==> src/rtl/gray_ptr_sync_decoder.sv <==
// Receive side of an async FIFO pointer crossing: synchronizes a remote Gray
// pointer, decodes it to binary and reports occupancy/empty against the local pointer.
module gray_ptr_sync_decoder #(
    parameter int PTR_WIDTH   = 4,
    parameter int SYNC_STAGES = 2
) (
    input  logic                 CLK,
    input  logic                 RST,
    input  logic [PTR_WIDTH-1:0] gray_ptr_in,
    input  logic [PTR_WIDTH-1:0] local_bin_ptr,
    input  logic                 err_clr,
    output logic [PTR_WIDTH-1:0] bin_ptr,
    output logic                 bin_valid,
    output logic [PTR_WIDTH-1:0] occupancy,
    output logic                 empty,
    output logic                 step_err,
    output logic                 err_sticky
);

    // Interface contract: there is no valid/ready handshake. gray_ptr_in is
    // sampled on every CLK edge, and every output is meaningful every cycle.
    // bin_valid qualifies bin_ptr once the synchronizer has refilled after reset.

    localparam int FILL_W = $clog2(SYNC_STAGES + 1);

    logic [PTR_WIDTH-1:0] sync_q [SYNC_STAGES];
    logic [PTR_WIDTH-1:0] gray_s;
    logic [PTR_WIDTH-1:0] gray_prev;
    logic [PTR_WIDTH-1:0] bin_next;
    logic [PTR_WIDTH-1:0] gray_diff;
    logic                 multi_bit;
    logic                 step_next;
    logic [FILL_W-1:0]    fill_cnt;

    // Pure flop chain; nothing may sit between stages.
    always_ff @(posedge CLK or posedge RST) begin
        if (RST) begin
            for (int k = 0; k < SYNC_STAGES; k++) begin
                sync_q[k] <= '0;
            end
        end else begin
            sync_q[0] <= gray_ptr_in;
            for (int k = 1; k < SYNC_STAGES; k++) begin
                sync_q[k] <= sync_q[k-1];
            end
        end
    end

    assign gray_s = sync_q[SYNC_STAGES-1];

    // Each binary bit is the XOR of all Gray bits at or above it.
    always_comb begin
        bin_next = '0;
        for (int i = 0; i < PTR_WIDTH; i++) begin
            bin_next[i] = ^(gray_s >> i);
        end
    end

    // More than one bit set <=> clearing the lowest set bit leaves something.
    assign gray_diff = gray_s ^ gray_prev;
    assign multi_bit = (gray_diff & (gray_diff - 1'b1)) != '0;
    assign step_next = bin_valid & multi_bit;

    always_ff @(posedge CLK or posedge RST) begin
        if (RST) begin
            bin_ptr    <= '0;
            gray_prev  <= '0;
            step_err   <= 1'b0;
            err_sticky <= 1'b0;
        end else begin
            bin_ptr    <= bin_next;
            gray_prev  <= gray_s;
            step_err   <= step_next;
            err_sticky <= step_next | (err_sticky & ~err_clr);
        end
    end

    // Refill counter: bin_valid rises on the (SYNC_STAGES+1)th edge after reset.
    always_ff @(posedge CLK or posedge RST) begin
        if (RST) begin
            fill_cnt  <= '0;
            bin_valid <= 1'b0;
        end else if (!bin_valid) begin
            if (fill_cnt == FILL_W'(SYNC_STAGES)) begin
                bin_valid <= 1'b1;
            end else begin
                fill_cnt <= fill_cnt + 1'b1;
            end
        end
    end

    assign occupancy = bin_ptr - local_bin_ptr;
    assign empty     = (bin_ptr == local_bin_ptr) | ~bin_valid;

endmodule
==> config.mk <==
export PLATFORM = sky130hd
export DESIGN_NAME = gray_ptr_sync_decoder
export DESIGN_NICKNAME = d
export VERILOG_FILES = /design/src/rtl/gray_ptr_sync_decoder.sv
export SDC_FILE = /design/constraint.sdc
export NUM_CORES = 1
export LEC_CHECK = 0
export ABC_AREA = 1
export CAP_MARGIN = 0
export CORE_MARGIN = 2
export CORE_UTILIZATION = 46
export DETAILED_ROUTE_END_ITERATION = 7
export GPL_TIMING_DRIVEN = 0
export PLACE_DENSITY = 0.77
export SETUP_SLACK_MARGIN = 0.02
export SLEW_MARGIN = 25
export SYNTH_ARGS = -nofsm -noshare
export SYNTH_HDL_FRONTEND = slang
export SYNTH_SLANG_ARGS = --single-unit
==> constraint.sdc <==
create_clock -name CLK -period 1.5 [get_ports CLK]
set_input_delay 0.15 -clock CLK [delete_from_list [all_inputs] [get_ports CLK]]
set_output_delay 0.15 -clock CLK [all_outputs]
set_load 0.005 [all_outputs]
-- Word level (Yosys, flattened, before mapping)
Index checks and enable logic that the tools add are counted.
- input port bits: 11
- logic and storage cells: 30
- flip-flop bits (word level): 21
- equal/unequal tests: 2
- muxes and demuxes: 2
- reduce and logical (&&, ||, !) cells: 6
- add/sub/neg operators: 3
- bitwise operators: 9
- operator list (kind ; number):
    4-bit parity ; 4
    4-bit AND ; 1
    4-bit == test ; 1
    4-bit nonzero test ; 1
    4-bit by 1-bit subtractor with 4-bit output (second input constant) ; 1
    4-bit subtractor ; 1
    4-bit XOR ; 1
    1-bit inverter ; 3
    2-bit by 1-bit adder with 2-bit output (second input constant) ; 1
    1-bit AND ; 2
    2-bit == test (second input constant) ; 1
    1-bit 2-to-1 mux ; 2
    1-bit bitwise OR ; 2
    2-bit AND reduction ; 1

-- Logic depth before layout (Yosys ltp)
- word-level depth: 6
- mapped depth: 9
- mapped depth without buffers: 9

-- Worst setup path before layout
No wires, ideal clock.
- path kind: reg-to-output
- from: reg bin_ptr[0]
- to: out occupancy[2]
- required time: 1350 ps
- stages on the path, launching flop included: 6
- path slack: 233 ps
- arrival: 1117 ps
- buffers on the path: 0
- cell sequence: dfrtp_1 inv_1 ha_1 inv_1 fa_1 xor2_1
- word-level cells in the longest chain between the ends: 1
- RTL lines (item ; RTL line ; RTL):
    start, declared ; 12 ; output logic [PTR_WIDTH-1:0] bin_ptr,
    start signal, assigned ; 71 ; bin_ptr <= bin_next;
    4-bit subtractor ; 92 ; assign occupancy = bin_ptr - local_bin_ptr;
    end, declared ; 14 ; output logic [PTR_WIDTH-1:0] occupancy,
Every way passes these cells.

-- Final worst setup path
- from: reg bin_ptr[0]
- to: out occupancy[1]
The elaborated chain is that of the path after synthesis.

==> reports/metrics.cfg <==
[routing]
wl_met1_um = 480
wirelength_mm = 1.348
drt_iter0_drc = 2
dr.max_layer_used = met4
routed-wl-met3_um = 80
ant_nets = 0
route.met2.wl_um = 738
num_vias = 612
firstDrtPassIters = 2
routed_via_density = 4.435
post_drt_wl_per_cell_um = 9.768
route.detailed.drc = 0

[sta]
slew_violations = 0
rsz0062_at_grt = yes
tns_ns = -0.4625
layout_setup_ws_ns = -0.1705
whs_ns = 0.2424
worstMarginPinSlew_ns = 0.7029
slew_headroom = 0.5309
fin_crit_ns = 1.671
skew_ns = 0.005491
setup_viol_count_final = 3
max_freq_mhz = 598.6
hold_viol = 0
period_share = 1.114

[die]
io_pins = 23
dieArea_um2 = 2227
core_um2 = 1745
dieHeight_um = 47.20
start_util = 0.4918
die_x_um = 47.20
row_count = 15

[power_and_ir_drop]
power_leakage_nw = 0.6007
pwr_density_cell_nw_per_um2 = 989.1
p_sw_frac = 0.2541
pwr-share-clk = 0.256
intPower_mw = 0.8806
seq_power_share = 0.508
p_sw_mw = 0.3000
peakVddDrop_uv = 682.7
p_comb_frac = 0.236

[synthesis]
ys_types = 14
yosysTopAreaCell = dfrtp_1
ys_seq_elements = 20
synth_fp_nets = 101
ys_seq_area_frac = 0.5831
ys_warn_count = 0
netlist_instances = 85
syn_area_per_cell_um2 = 10.10
synth.area.top_cells = dfrtp_1, nand2_1, inv_1
syn_area_um2 = 858.3
synth_top_area_frac = 0.5831

[clocking]
cts-root-buf = clkbuf_4
ctsHoldBuffers = 0
insertion_delay_ns = 0.30
cts_tree = done
cts.sinks = 20
cts_buffers = 3
clk_pin_slew_worst_paths_ns = 0.10
cts_buffer_depth = 2
htree_num_levels = 1

[outcome]
status = finished with violations
violations = setup timing

[grt]
grt_max_degree = 21
grt.total_usage = 0.1422
grt_overflow_total = 0
first_global_vias = 540
antenna_found_initial = 0
grt_pass1_wl_mm = 2.028

[setup_path]
arrival_ns = 1.52
worstSetupStartpointType = register
worst-path-max-fanout = 2
worst_setup_path_end_kind = output pin
required_ns = 1.35
crit_type = register to output pin

[flow_run]
drv_cap = 0

[final_layout]
area_growth_pct = 39.07
final_cell_mix = nand2_1, dfrtp_1, clkdlybuf4s50_1, inv_1, xor2_1
fin_nets = 130
insertedDiodeCount = 0
final_util = 0.6839
final_common_cell = nand2_1
drive_above_1_share = 0.1947

[place]
io_buffers = 22
gp_congestion = 0.6639
hpwl_um = 979.6

[min_path]
hold_path.class = input port to asynchronous set/reset pin

layout make-up:
cell class,instances,area [um^2]
clock buffer,4,36.28
timing repair buffer,24,216.5
multi-input combinational,47,337.8
inverter,17,63.81
sequential,20,500.5
buffer,1,7.507
fill,151,551.8
tap,25,31.28
path summary, 6_finish.rpt:
| check | from | end | slack (ns) | cells past startpoint |
|---|---|---|---|---|
| worst max-delay path | bin_ptr[0] | occupancy[1] | -0.17 | 5 |
| worst min-delay path | RST | sync_q[6] | 0.24 | 2 |
| worst max register to register | fill_cnt[0] | fill_cnt[1] | 0.41 | 6 |
| worst min register to register | sync_q[4] | gray_s[0] | 0.36 | 0 |
| max in group asynchronous | RST | bin_ptr[1] | 0.81 | 2 |
| min in group CLK | gray_ptr_in[2] | sync_q[6] | 0.28 | 1 |
flip-flops by register name, summed over array words and instances, names as in the netlist:
signal / cells
gray_prev: 3
fill_cnt: 2
sync_q: 4
gray_s: 4
bin_ptr: 4
err_sticky: 1
step_err: 1
bin_valid: 1
critical path, cell delays in order, from the launching register on:
cell	delay [ns]
dfrtp_1	0.40
inv_2	0.07
ha_4	0.12
inv_2	0.04
fa_2	0.50
buf_2	0.10
metrics by stage:
| step | total power, mW | setup slack [ns] | cell area (um^2) | std cells |
|---|---|---|---|---|
| 2_1_floorplan | 0.7239 | 0.2329 | 858.3 | 85 |
| 3_3_place_gp | 0.8671 | -0.5476 | 1110 | 132 |
| 3_5_place_dp | 0.8774 | -0.5565 | 1110 | 132 |
| 4_1_cts | 1.184 | -0.2273 | 1176 | 138 |
| 5_1_grt | 1.257 | -0.2480 | 1194 | 138 |
| 6_report | 1.181 | -0.1705 | 1194 | 138 |
power by group through the flow:
| stage | combinational (mW) | clock [mW] | sequential, mW |
|---|---|---|---|
| 2_1_floorplan | 0.116 | 0 | 0.607 |
| 3_3_place_gp | 0.261 | 0 | 0.607 |
| 3_5_place_dp | 0.268 | 0 | 0.609 |
| 4_1_cts | 0.273 | 0.312 | 0.599 |
| 5_1_grt | 0.320 | 0.334 | 0.603 |
| 6_report | 0.279 | 0.302 | 0.600 |
repair_timing:
item,4_1_cts,5_1_grt
gates resized for setup,26,3
setup buffers,2,0
pin swaps,6,4
endpoints found under the setup margin,6,6
per-layer routing:
| layer | track usage | vias to the layer above |
|---|---|---|
| li1 | - | 303 |
| met2 | 0.2740 | 22 |
| met4 | 0.1167 | 0 |
| met1 | 0.1170 | 282 |
| met5 | 0 | - |
| met3 | 0.03462 | 5 |
Yosys cell counts:
cell	count
a21oi_1	1
buf_4	1
dfrtp_1	20
fa_1	1
ha_1	4
inv_1	16
inv_2	1
nand2_1	27
nand3_1	2
nor2_1	1
o21ai_0	2
xnor2_1	2
xor2_1	6
xor2_2	1
logic make-up after synthesis:
logic type / count (synthesis) / synth area share
flops: 20 / 0.5831
simple gates: 30 / 0.1341
buf+inv: 18 / 0.08309
fa+ha+maj: 5 / 0.08164
compound gates: 3 / 0.01749
xor+xnor: 9 / 0.1006
Power figures use the tool's default switching activity.
